==> config.mk <==
export PLATFORM = sky130hd
export DESIGN_NAME = fcvt_unit
export DESIGN_NICKNAME = d
export VERILOG_FILES = /design/src/rtl/fpu_pkg.sv /design/src/rtl/fcvt_round_rne.sv /design/src/rtl/fcvt_unit.sv
export SDC_FILE = /design/constraint.sdc
export NUM_CORES = 1
export LEC_CHECK = 0
export BUFFER_PORTS_ARGS = -buffer_cell sky130_fd_sc_hd__buf_2
export CORE_MARGIN = 2
export CORE_UTILIZATION = 55
export CTS_CLUSTER_SIZE = 10
export DETAILED_ROUTE_END_ITERATION = 12
export GPL_TIMING_DRIVEN = 0
export PLACE_DENSITY = 0.85
export REMOVE_ABC_BUFFERS = 1
export SLEW_MARGIN = 5
export SYNTH_ARGS = -nofsm -noshare
export SYNTH_HDL_FRONTEND = slang
export SYNTH_SLANG_ARGS = --single-unit
==> constraint.sdc <==
create_clock -name clock -period 2.64 [get_ports clock]
set_input_delay 0.264 -clock clock [delete_from_list [all_inputs] [get_ports clock]]
set_output_delay 0.264 -clock clock [all_outputs]
set_load 0.03 [all_outputs]
==> src/rtl/fpu_pkg.sv <==
// Shared definitions for the FP datapath: conversion op encodings, the
// conversion FSM state type, fflags bit positions and IEEE-754 single
// precision / integer boundary constants.
package fpu_pkg;

   // Conversion op field as presented on the 2-bit op port of fcvt_unit.
   // op[1] selects direction (1 = int to float), op[0] selects unsigned.
   localparam logic [1:0] FCVT_W_S  = 2'b00;
   localparam logic [1:0] FCVT_WU_S = 2'b01;
   localparam logic [1:0] FCVT_S_W  = 2'b10;
   localparam logic [1:0] FCVT_S_WU = 2'b11;

   typedef enum logic [1:0] {
      ST_IDLE   = 2'd0,
      ST_SHIFT  = 2'd1,
      ST_ROUND  = 2'd2,
      ST_FINISH = 2'd3
   } fcvt_state_t;

   // fflags = {NV, DZ, OF, UF, NX}
   localparam int FLAG_NV = 4;
   localparam int FLAG_DZ = 3;
   localparam int FLAG_OF = 2;
   localparam int FLAG_UF = 1;
   localparam int FLAG_NX = 0;

   localparam logic [8:0]  F_BIAS     = 9'd127;
   // Biased exponent of a float whose integer part occupies bit 31.
   localparam logic [8:0]  F_EXP_INT  = 9'd158;
   localparam logic [31:0] CANON_NAN  = 32'h7FC0_0000;
   localparam logic [31:0] INT_MAX    = 32'h7FFF_FFFF;
   localparam logic [31:0] INT_MIN    = 32'h8000_0000;
   localparam logic [31:0] UINT_MAX   = 32'hFFFF_FFFF;
   // -2^31 as a float: the only e==158 value that fits a signed word.
   localparam logic [31:0] F_INT_MIN  = 32'hCF00_0000;

   function automatic logic [4:0] make_flags(input logic nv, input logic nx);
      logic [4:0] f;
      f          = '0;
      f[FLAG_NV] = nv;
      f[FLAG_NX] = nx;
      return f;
   endfunction

endpackage

==> src/rtl/fcvt_round_rne.sv <==
// Round-to-nearest-even step for a normalised single-precision mantissa.
// Ports:
//   mant      23-bit fraction before rounding
//   guard     first bit below the fraction LSB
//   sticky    OR of all bits below guard
//   exp       9-bit biased exponent before rounding
//   mant_rnd  rounded fraction (zero on carry-out)
//   exp_rnd   exponent, bumped by one on mantissa carry-out
//   nx        inexact: any discarded bit was set
module fcvt_round_rne (
   input  logic [22:0] mant,
   input  logic        guard,
   input  logic        sticky,
   input  logic [8:0]  exp,
   output logic [22:0] mant_rnd,
   output logic [8:0]  exp_rnd,
   output logic        nx
);

   logic        inc;
   logic [23:0] sum;

   assign inc      = guard & (sticky | mant[0]);
   assign sum      = {1'b0, mant} + {23'b0, inc};
   // On carry-out sum[22:0] is already zero, which is the renormalised fraction.
   assign mant_rnd = sum[22:0];
   assign exp_rnd  = exp + {8'b0, sum[23]};
   assign nx       = guard | sticky;

endmodule

==> src/rtl/fcvt_unit.sv <==
// Multi-cycle single-precision <-> 32-bit integer converter
// (FCVT.W.S, FCVT.WU.S, FCVT.S.W, FCVT.S.WU) with one-bit-per-cycle
// normalise/denormalise shifter and RISC-V fflags.
// Ports:
//   clock   system clock
//   reset   asynchronous active-low reset
//   start   request pulse, only sampled while idle
//   op      conversion select (see fpu_pkg)
//   in_a    operand: float bits or integer
//   busy    high from the cycle after accept through FINISH
//   done    one-cycle pulse, out/flags valid
//   out     result, held until the next done
//   flags   {NV,DZ,OF,UF,NX}
//
// state     | meaning
// ----------+-------------------------------------------------------------
// ST_IDLE   | waiting for start; special operands resolved directly
// ST_SHIFT  | one-bit shift per cycle until aligned
// ST_ROUND  | RNE (int->float) or RTZ negate (float->int); result latched
// ST_FINISH | done pulse, back to idle
module fcvt_unit
   import fpu_pkg::*;
#(
   parameter int XLEN = 32
) (
   input  logic            clock,
   input  logic            reset,
   input  logic            start,
   input  logic [1:0]      op,
   input  logic [XLEN-1:0] in_a,
   output logic            busy,
   output logic            done,
   output logic [XLEN-1:0] out,
   output logic [4:0]      flags
);

   fcvt_state_t     state;
   logic            i2f_r;
   logic            sign_r;
   logic [31:0]     mag_r;
   logic [4:0]      cnt_r;
   logic [4:0]      k_r;
   logic            sticky_r;
   logic [XLEN-1:0] out_r;
   logic [4:0]      flags_r;

   // Operand decode in IDLE
   logic        sgn;
   logic [7:0]  e;
   logic [22:0] f;
   logic        sp_hit;
   logic        sp_nv;
   logic        sp_nx;
   logic [31:0] sp_out;
   logic        init_sign;
   logic [31:0] init_mag;
   logic [4:0]  init_k;

   always_comb begin
      sgn       = in_a[31];
      e         = in_a[30:23];
      f         = in_a[22:0];
      sp_hit    = 1'b0;
      sp_nv     = 1'b0;
      sp_nx     = 1'b0;
      sp_out    = '0;
      init_sign = 1'b0;
      init_mag  = '0;
      init_k    = '0;
      if (op[1]) begin
         init_sign = in_a[31] & ~op[0];
         // Negating 0x80000000 yields 0x80000000, the correct magnitude.
         init_mag  = init_sign ? (~in_a + 32'd1) : in_a;
         sp_hit    = (in_a == '0);
      end else begin
         init_sign = sgn;
         init_mag  = {1'b1, f, 8'b0};
         init_k    = 5'(F_EXP_INT - {1'b0, e});
         if (e == 8'hFF && f != '0) begin
            sp_hit = 1'b1;
            sp_nv  = 1'b1;
            sp_out = op[0] ? UINT_MAX : INT_MAX;
         end else if ({1'b0, e} < F_BIAS) begin
            // |x| < 1 truncates to zero for both signednesses, never invalid.
            sp_hit = 1'b1;
            sp_nx  = (in_a[30:0] != '0);
         end else if (!op[0]) begin
            if (in_a == F_INT_MIN) begin
               sp_hit = 1'b1;
               sp_out = INT_MIN;
            end else if ({1'b0, e} >= F_EXP_INT) begin
               // Includes infinities (e == 255, f == 0).
               sp_hit = 1'b1;
               sp_nv  = 1'b1;
               sp_out = sgn ? INT_MIN : INT_MAX;
            end
         end else begin
            if (sgn) begin
               sp_hit = 1'b1;
               sp_nv  = 1'b1;
            end else if ({1'b0, e} > F_EXP_INT) begin
               sp_hit = 1'b1;
               sp_nv  = 1'b1;
               sp_out = UINT_MAX;
            end
         end
      end
   end

   logic aligned;
   assign aligned = i2f_r ? mag_r[31] : (cnt_r == k_r);

   logic [22:0] rnd_mant;
   logic [8:0]  rnd_exp;
   logic        rnd_nx;
   logic [8:0]  pre_exp;
   logic        unused_exp_msb;

   assign pre_exp        = F_EXP_INT - {4'b0, cnt_r};
   assign unused_exp_msb = rnd_exp[8];

   fcvt_round_rne u_round (
      .mant     (mag_r[30:8]),
      .guard    (mag_r[7]),
      .sticky   ((|mag_r[6:0]) | sticky_r),
      .exp      (pre_exp),
      .mant_rnd (rnd_mant),
      .exp_rnd  (rnd_exp),
      .nx       (rnd_nx)
   );

   always_ff @(posedge clock or negedge reset) begin
      if (!reset) begin
         state    <= ST_IDLE;
         i2f_r    <= 1'b0;
         sign_r   <= 1'b0;
         mag_r    <= '0;
         cnt_r    <= '0;
         k_r      <= '0;
         sticky_r <= 1'b0;
         out_r    <= '0;
         flags_r  <= '0;
      end else begin
         case (state)
            ST_IDLE: begin
               if (start) begin
                  i2f_r    <= op[1];
                  sign_r   <= init_sign;
                  mag_r    <= init_mag;
                  k_r      <= init_k;
                  cnt_r    <= '0;
                  sticky_r <= 1'b0;
                  if (sp_hit) begin
                     out_r   <= sp_out;
                     flags_r <= make_flags(sp_nv, sp_nx);
                     state   <= ST_FINISH;
                  end else begin
                     state   <= ST_SHIFT;
                  end
               end
            end
            ST_SHIFT: begin
               if (aligned) begin
                  state <= ST_ROUND;
               end else begin
                  if (i2f_r) begin
                     mag_r <= {mag_r[30:0], 1'b0};
                  end else begin
                     mag_r    <= {1'b0, mag_r[31:1]};
                     sticky_r <= sticky_r | mag_r[0];
                  end
                  cnt_r <= cnt_r + 5'd1;
               end
            end
            ST_ROUND: begin
               if (i2f_r) begin
                  out_r   <= {sign_r, rnd_exp[7:0], rnd_mant};
                  flags_r <= make_flags(1'b0, rnd_nx);
               end else begin
                  out_r   <= sign_r ? (~mag_r + 32'd1) : mag_r;
                  flags_r <= make_flags(1'b0, sticky_r);
               end
               state <= ST_FINISH;
            end
            default: begin
               state <= ST_IDLE;
            end
         endcase
      end
   end

   assign busy  = (state != ST_IDLE);
   assign done  = (state == ST_FINISH);
   assign out   = out_r;
   assign flags = flags_r;

endmodule

==> flow_metrics.py, run 1 <==
metrics = {
    "timing": {
        "fin_ws_ns": -0.0235,
        "fin_skew_ns": 0.0120,
        "whs_ns": 0.255,
        "tightest_slew_ns": 1.04,
        "maxSlewViolCount": 0,
        "setup_tns_ns": -0.0422,
        "rsz0062_at_grt": "true",
        "fin_crit_sh": 1.01,
        "setup_viol": 2,
        "period_needed_ns": 2.66,
        "max_freq_mhz": 375,
        "relSlewSlack": 0.307,
        "hold_violations": 0,
    },
    "synth": {
        "ys_ff_latch": 81,
        "synthCells": 858,
        "ys_types": 70,
        "synth_async_sr_flop_share": 1.00,
        "netlist_area_um2": 6980,
        "yosysSeqAreaShare": 0.290,
        "ys.flop_type": "dfrtp_1",
        "yosys_warnings": 0,
        "syn_avg_cell_area_um2": 8.14,
        "synth_edf_count": 0,
    },
    "finish": {
        "drive_above_1_share": 0.241,
        "n_fill_cell": 1028,
        "fin_util": 0.648,
        "n_antenna_cell": 0,
        "layout.cells.non_filler": 1063,
        "final_common_cell": "nor2_1",
        "nNetsFinal": 936,
        "layout.cells.most_common_list": "nor2_1, buf_2, dfrtp_1, nand2_1",
        "multi_input_area_um2": 4760,
        "register_area_um2": 2050,
        "area.growth.synth_to_final_pct": 16.2,
        "final_cell_area_um2": 8110,
    },
    "setup_path": {
        "worstSetupPathType": "register to register",
        "arrival_ns": 2.88,
        "cp-start-kind": "register",
        "cp_max_fo": 8,
        "rr_worst_depth": 6,
        "required_ns": 2.86,
        "end_kind": "register",
    },
    "floorplanning": {
        "die-area_um2": 13600,
        "die-height_um": 117,
        "io_pins": 76,
        "row_count": 41,
        "die_w_um": 117,
        "start_util": 0.558,
        "core_um2": 12500,
    },
    "min_path": {
        "worstHoldPathType": "input port to register",
        "holdPathStages": 2,
    },
    "status": {
        "status": "finished, violations left",
        "violations": "setup timing",
    },
    "detailed_routing": {
        "routed_wl_um": 21400,
        "num_vias": 7126,
        "first_iter_violations": 933,
        "dr.pass1.iters": 6,
        "wl_per_cell_um": 20.1,
        "route.detailed.drc": 0,
        "detail_route.vias_per_cell": 6.70,
        "ant_nets": 0,
    },
    "job": {
        "maxCapViolations": 0,
    },
    "clock_tree": {
        "cts_buffers": 9,
        "clk_pin_slew_ns": 0.07,
        "clock_sinks": 81,
        "clock_latency_ns": 0.35,
        "cts_buffer_depth": 2,
        "h-tree-depth": 3,
        "cts_tree": "done",
        "root_buffer": "clkbuf_16",
    },
    "placed_design": {
        "dp_hpwl_um": 13700,
        "gp_congestion": 0.913,
        "placed_area_um2": 7350,
        "dpl.cell_count": 1023,
        "io_buffers": 72,
    },
    "global_routing": {
        "antenna_found_initial": 0,
        "grt.total_usage": 0.299,
        "grt_max_degree": 54,
        "grt_pass1_vias": 6331,
        "grt_overflow_total": 0,
        "grt_pass1_wl_um": 32300,
    },
    "power_and_ir_drop": {
        "p_leak_uw": 0.00321,
        "vdd.ir_drop.worst_uv": 444,
        "power.density_nw_per_um2": 1260,
    },
}
[metal layers]
layer | up-vias | routed length [um] | track usage
met5 | - | 0 | 0
met4 | 0 | 826 | 0.119
met3 | 62 | 2120 | 0.0555
met2 | 472 | 9680 | 0.452
met1 | 3374 | 8790 | 0.424
li1 | 3218 | - | -
[per-stage QoR]
step,total power (uW),setup WS [ns]
finish,10200,-0.0235
global route,10800,-0.0763
CTS,9650,-0.0827
detailed placement,8110,-0.921
global placement,7820,-3.01
floorplan,6490,-1.51
[sequential cells by signal, indices dropped and copies added (netlist names)]
| name | count |
|---|---|
| i2f_r | 1 |
| state | 2 |
| sticky_r | 1 |
| mag_r | 32 |
| cnt_r | 5 |
| flags | 2 |
| k_r | 5 |
| sign_r | 1 |
| out | 32 |
[critical path, stage by stage (launching register included)]
cell and delay [ns]:
dfrtp_1 0.50, or3_1 0.46, or4b_4 0.67, o31ai_4 0.30, xnor2_2 0.15, o221ai_1 0.16, mux2_2 0.30
[Yosys cell counts, types with 4 or more instances]
cell,number,area [um^2]
nor3_1,25,125
nor2b_1,7,43.8
o22a_1,5,43.8
inv_1,17,63.8
xor2_1,42,368
a21oi_1,47,235
mux2_2,29,327
nor2_1,87,327
clkbuf_1,65,244
a22o_1,5,43.8
a31oi_1,34,213
nor3b_1,8,60.1
xnor2_1,41,359
or3_1,6,37.5
dfrtp_1,81,2030
and3_1,8,50.1
o221ai_1,7,61.3
a221oi_1,11,96.3
nand3_1,24,120
nand2_1,57,214
o31ai_1,11,82.6
a41oi_1,5,43.8
or2_2,5,31.3
ha_1,13,163
buf_1,7,26.3
buf_2,11,55.1
nand4_1,12,75.1
o21ai_0,47,235
o41ai_1,8,70.1
nand2b_1,12,75.1
mux2i_1,13,130
nor4_1,12,75.1
buf_4,4,30.0
o22ai_1,7,43.8
o221a_2,7,78.8
a211oi_1,6,45.0
or4_1,6,45.0
o211ai_1,12,90.1
o21a_1,4,30.0
[what timing repair did]
item / 4_1_cts / 5_1_grt
buffers inserted: 8 / 13
endpoints found under the setup margin: 32 / 46
cloned: 0 / 2
hold endpoints to repair: 36 / 0
resized for setup: 19 / 37
hold buffers: 1 / 0
pin swaps: 7 / 10
[worst paths after layout]
check / from / end / slack, ns
min: start / state[0]$_DFFE_PN0P_ / 0.25
max reg2reg: mag_r[9]$_DFFE_PN0P_ / out[23]$_DFFE_PN0P_ / -0.02
max in group asynchronous: reset / mag_r[14]$_DFFE_PN0P_ / 1.61
max: mag_r[9]$_DFFE_PN0P_ / out[23]$_DFFE_PN0P_ / -0.02
min reg2reg: out[17]$_DFFE_PN0P_ / out[17]$_DFFE_PN0P_ / 0.50
min in group asynchronous: reset / cnt_r[0]$_DFFE_PN0P_ / 0.42
[logic make-up (layout without fill, tap and decap cells)]
kind of cell    count (synthesis)  in the layout  share of synthesized area
simple gates                  285            286                      0.206
flops                          81             81                      0.290
xor+xnor                       83             83                      0.104
mux                            43             43                     0.0676
buf+inv                       107            137                     0.0638
other cells                     1              3                   0.000537
fa+ha+maj                      13             13                     0.0233
compound gates                245            245                      0.244
[cell type report]
cell class / count / share of cell area
multi-input cells: 673 / 0.587
flip-flops and latches: 81 / 0.253
repair buffers: 103 / 0.0853
clock buffers: 12 / 0.0304
well taps: 172 / 0.0265
clock inverters: 4 / 0.00941
inverters: 18 / 0.00833
[power breakdown]
group	internal [uW]	leakage [uW]	switching (uW)
clock network	859	0.000153	516
logic	2460	0.00209	3340
registers	1890	0.000963	1150
No activity file was read; power rests on OpenSTA's default activity.
==> inputs of run 2 (changes only) <==
==> constraint.sdc (replaced) <==
create_clock -name clock -period 2.64 [get_ports clock]
set_input_delay 0.396 -clock clock [delete_from_list [all_inputs] [get_ports clock]]
set_output_delay 0.396 -clock clock [all_outputs]
set_load 0.03 [all_outputs]
==> run 2 against run 1 <==
The run still ends with setup timing left. Die area did not move. Final cell count decreased by 0.19%. Critical endpoint is now out[29]$_DFFE_PN0P_. Utilization is 0.26 points lower. Critical path type unchanged. Via count is 0.56% lower. Largest power group unchanged. Global-route usage increased by 0.77 points. First-iteration DRC count down 14%. Fmax decreased by 2.7%. Sequential cell count stayed put. Sequential share of layout area up 0.056 points. Power down 1.0%. Highest routed layer unchanged. Combinational power shrank 1%.
==> flow_metrics.py, run 2 (same netlist as run 1, synthesis figures left out) <==
metrics = {
    "status": {
        "status": "finished, violations left",
        "violations": "setup timing",
    },
    "setup_path": {
        "worstSetupPathType": "register to register",
        "cp-start-kind": "register",
        "rr_worst_depth": 7,
        "required_ns": 2.86,
        "startpoint": "mag_r[1]$_DFFE_PN0P_",
        "worstPathBufferInverterCount": 1,
        "cp_cell_sequence": "or4_4 > or4b_4 > buf_4 > o41ai_4 > xor2_1 > o221ai_1 > mux2_4",
        "cp_max_fo": 8,
        "end_kind": "register",
        "arrival_ns": 2.96,
        "worstReg2RegStart": "mag_r[1]$_DFFE_PN0P_",
        "cpPeakStageDelay_ns": 0.61,
        "reg2reg_slack_ns": -0.1,
        "worstReg2RegEnd": "out[29]$_DFFE_PN0P_",
        "critPathTopFamily": "simple AND/OR/NAND/NOR gates",
        "cpMaxStageDelayCell": "or4b_4",
    },
    "finish": {
        "drive_above_1_share": 0.233,
        "fin_util": 0.645,
        "n_fill_cell": 1050,
        "final_cell_area_um2": 8080,
        "n_antenna_cell": 0,
        "nNetsFinal": 934,
        "area.growth.synth_to_final_pct": 15.7,
        "final_common_cell": "nor2_1",
        "layout.cells.most_common_list": "nor2_1, buf_2, dfrtp_1, nand2_1, o21ai_0",
    },
    "power_and_ir_drop": {
        "seqPwrFrac": 0.299,
        "swShare": 0.489,
        "power_uw": 10100,
        "p_comb_frac": 0.565,
        "intPower_uw": 5160,
        "power.density_nw_per_um2": 1250,
        "clockPowerShare": 0.136,
        "p_leak_uw": 0.00321,
        "p_sw_uw": 4950,
        "vdd.ir_drop.worst_uv": 439,
    },
    "global_routing": {
        "grt_max_degree": 54,
        "grt_overflow_total": 0,
        "grt.total_usage": 0.306,
        "grt_pass1_vias": 6405,
        "antenna_found_initial": 0,
        "grt_pass1_wl_um": 33000,
    },
    "detailed_routing": {
        "ant_nets": 0,
        "route.detailed.drc": 0,
        "first_iter_violations": 803,
        "detail_route.vias_per_cell": 6.68,
        "wl_per_cell_um": 20.0,
        "num_vias": 7086,
        "dr.pass1.iters": 6,
        "routed_wl_um": 21200,
    },
    "clock_tree": {
        "clock_latency_ns": 0.35,
        "cts_buffers": 9,
        "postCtsHoldBufs": 0,
        "cts_buffer_depth": 2,
        "cts_tree": "done",
        "clk_pin_slew_ns": 0.07,
        "root_buffer": "clkbuf_16",
        "clock_sinks": 81,
        "h-tree-depth": 3,
    },
    "floorplanning": {
        "start_util": 0.558,
        "core_um2": 12500,
        "die-height_um": 117,
        "die_w_um": 117,
        "io_pins": 76,
        "die-area_um2": 13600,
        "row_count": 41,
    },
    "timing": {
        "fin_ws_ns": -0.0965,
        "fin_crit_sh": 1.04,
        "setup_viol": 8,
        "period_needed_ns": 2.74,
        "maxSlewViolCount": 0,
        "fin_skew_ns": 0.0151,
        "hold_violations": 0,
        "setup_tns_ns": -0.307,
        "rsz0062_at_grt": "true",
        "relSlewSlack": 0.0612,
        "tightest_slew_ns": 1.41,
        "max_freq_mhz": 365,
    },
    "placed_design": {
        "gp_congestion": 0.913,
        "placed_area_um2": 7350,
        "dp_hpwl_um": 13700,
        "io_buffers": 72,
        "place_ws_ns": -1.05,
    },
    "job": {
        "maxCapViolations": 0,
    },
    "min_path": {
        "worstHoldPathType": "input port to asynchronous set/reset pin",
    },
}
==> run 2: cell types whose count changed in the layout (fill, tap and decap cells not counted), sizes merged <==
cell         delta
buf             -2
bufbuf          +1
dlygate4sd3     -1
==> run 2: cell type report <==
class	instances	area [um^2]	area share
repair buffers	101	688	0.0852
inverters	18	67.6	0.00836
clock buffers	12	246	0.0305
flip-flops and latches	81	2050	0.254
well taps	172	215	0.0266
clock inverters	4	76.3	0.00945
multi-input cells	673	4730	0.586
==> run 2: routing by layer <==
metal,share of wire,GRT usage
met1,0.41,0.424
met3,0.10,0.0602
met4,0.034,0.131
met2,0.46,0.469
met5,0,0
==> run 2: through the flow <==
| step | std cells | hold WS (ns) |
|---|---|---|
| after global routing | 1061 | 0.0503 |
| after CTS | 1052 | 0.0331 |
| after global placement | 1015 | 0.482 |
| final | 1061 | 0.00604 |
| after detailed placement | 1023 | 0.394 |
| after floorplan | 771 | 0.100 |
==> run 2: worst max path at each step <==
stage | to | slack, ns | depth (start not counted)
floorplan | out[0]$_DFFE_PN0P_ | -1.64 | 6
global placement | out[0]$_DFFE_PN0P_ | -3.14 | 7
detailed placement | out[7]$_DFFE_PN0P_ | -1.05 | 7
CTS | out[23]$_DFFE_PN0P_ | -0.07 | 6
global route | out[27]$_DFFE_PN0P_ | -0.18 | 9
finish | out[29]$_DFFE_PN0P_ | -0.1 | 7
==> run 2: timing repair <==
action                     4_1_cts  5_1_grt
pin swaps                        9        6
setup endpoints to repair       33       57
cloned                           2        0
gates resized for setup         26       24
buffers inserted                11        9
==> run 2: power by group through the flow <==
stage	Sequential (uW)	Combinational [uW]	Clock, uW
floorplan	3180	3310	0
global placement	2970	4850	0
detailed placement	2910	5190	0
CTS	2900	5470	1370
global route	3100	6160	1420
finish	3020	5720	1380
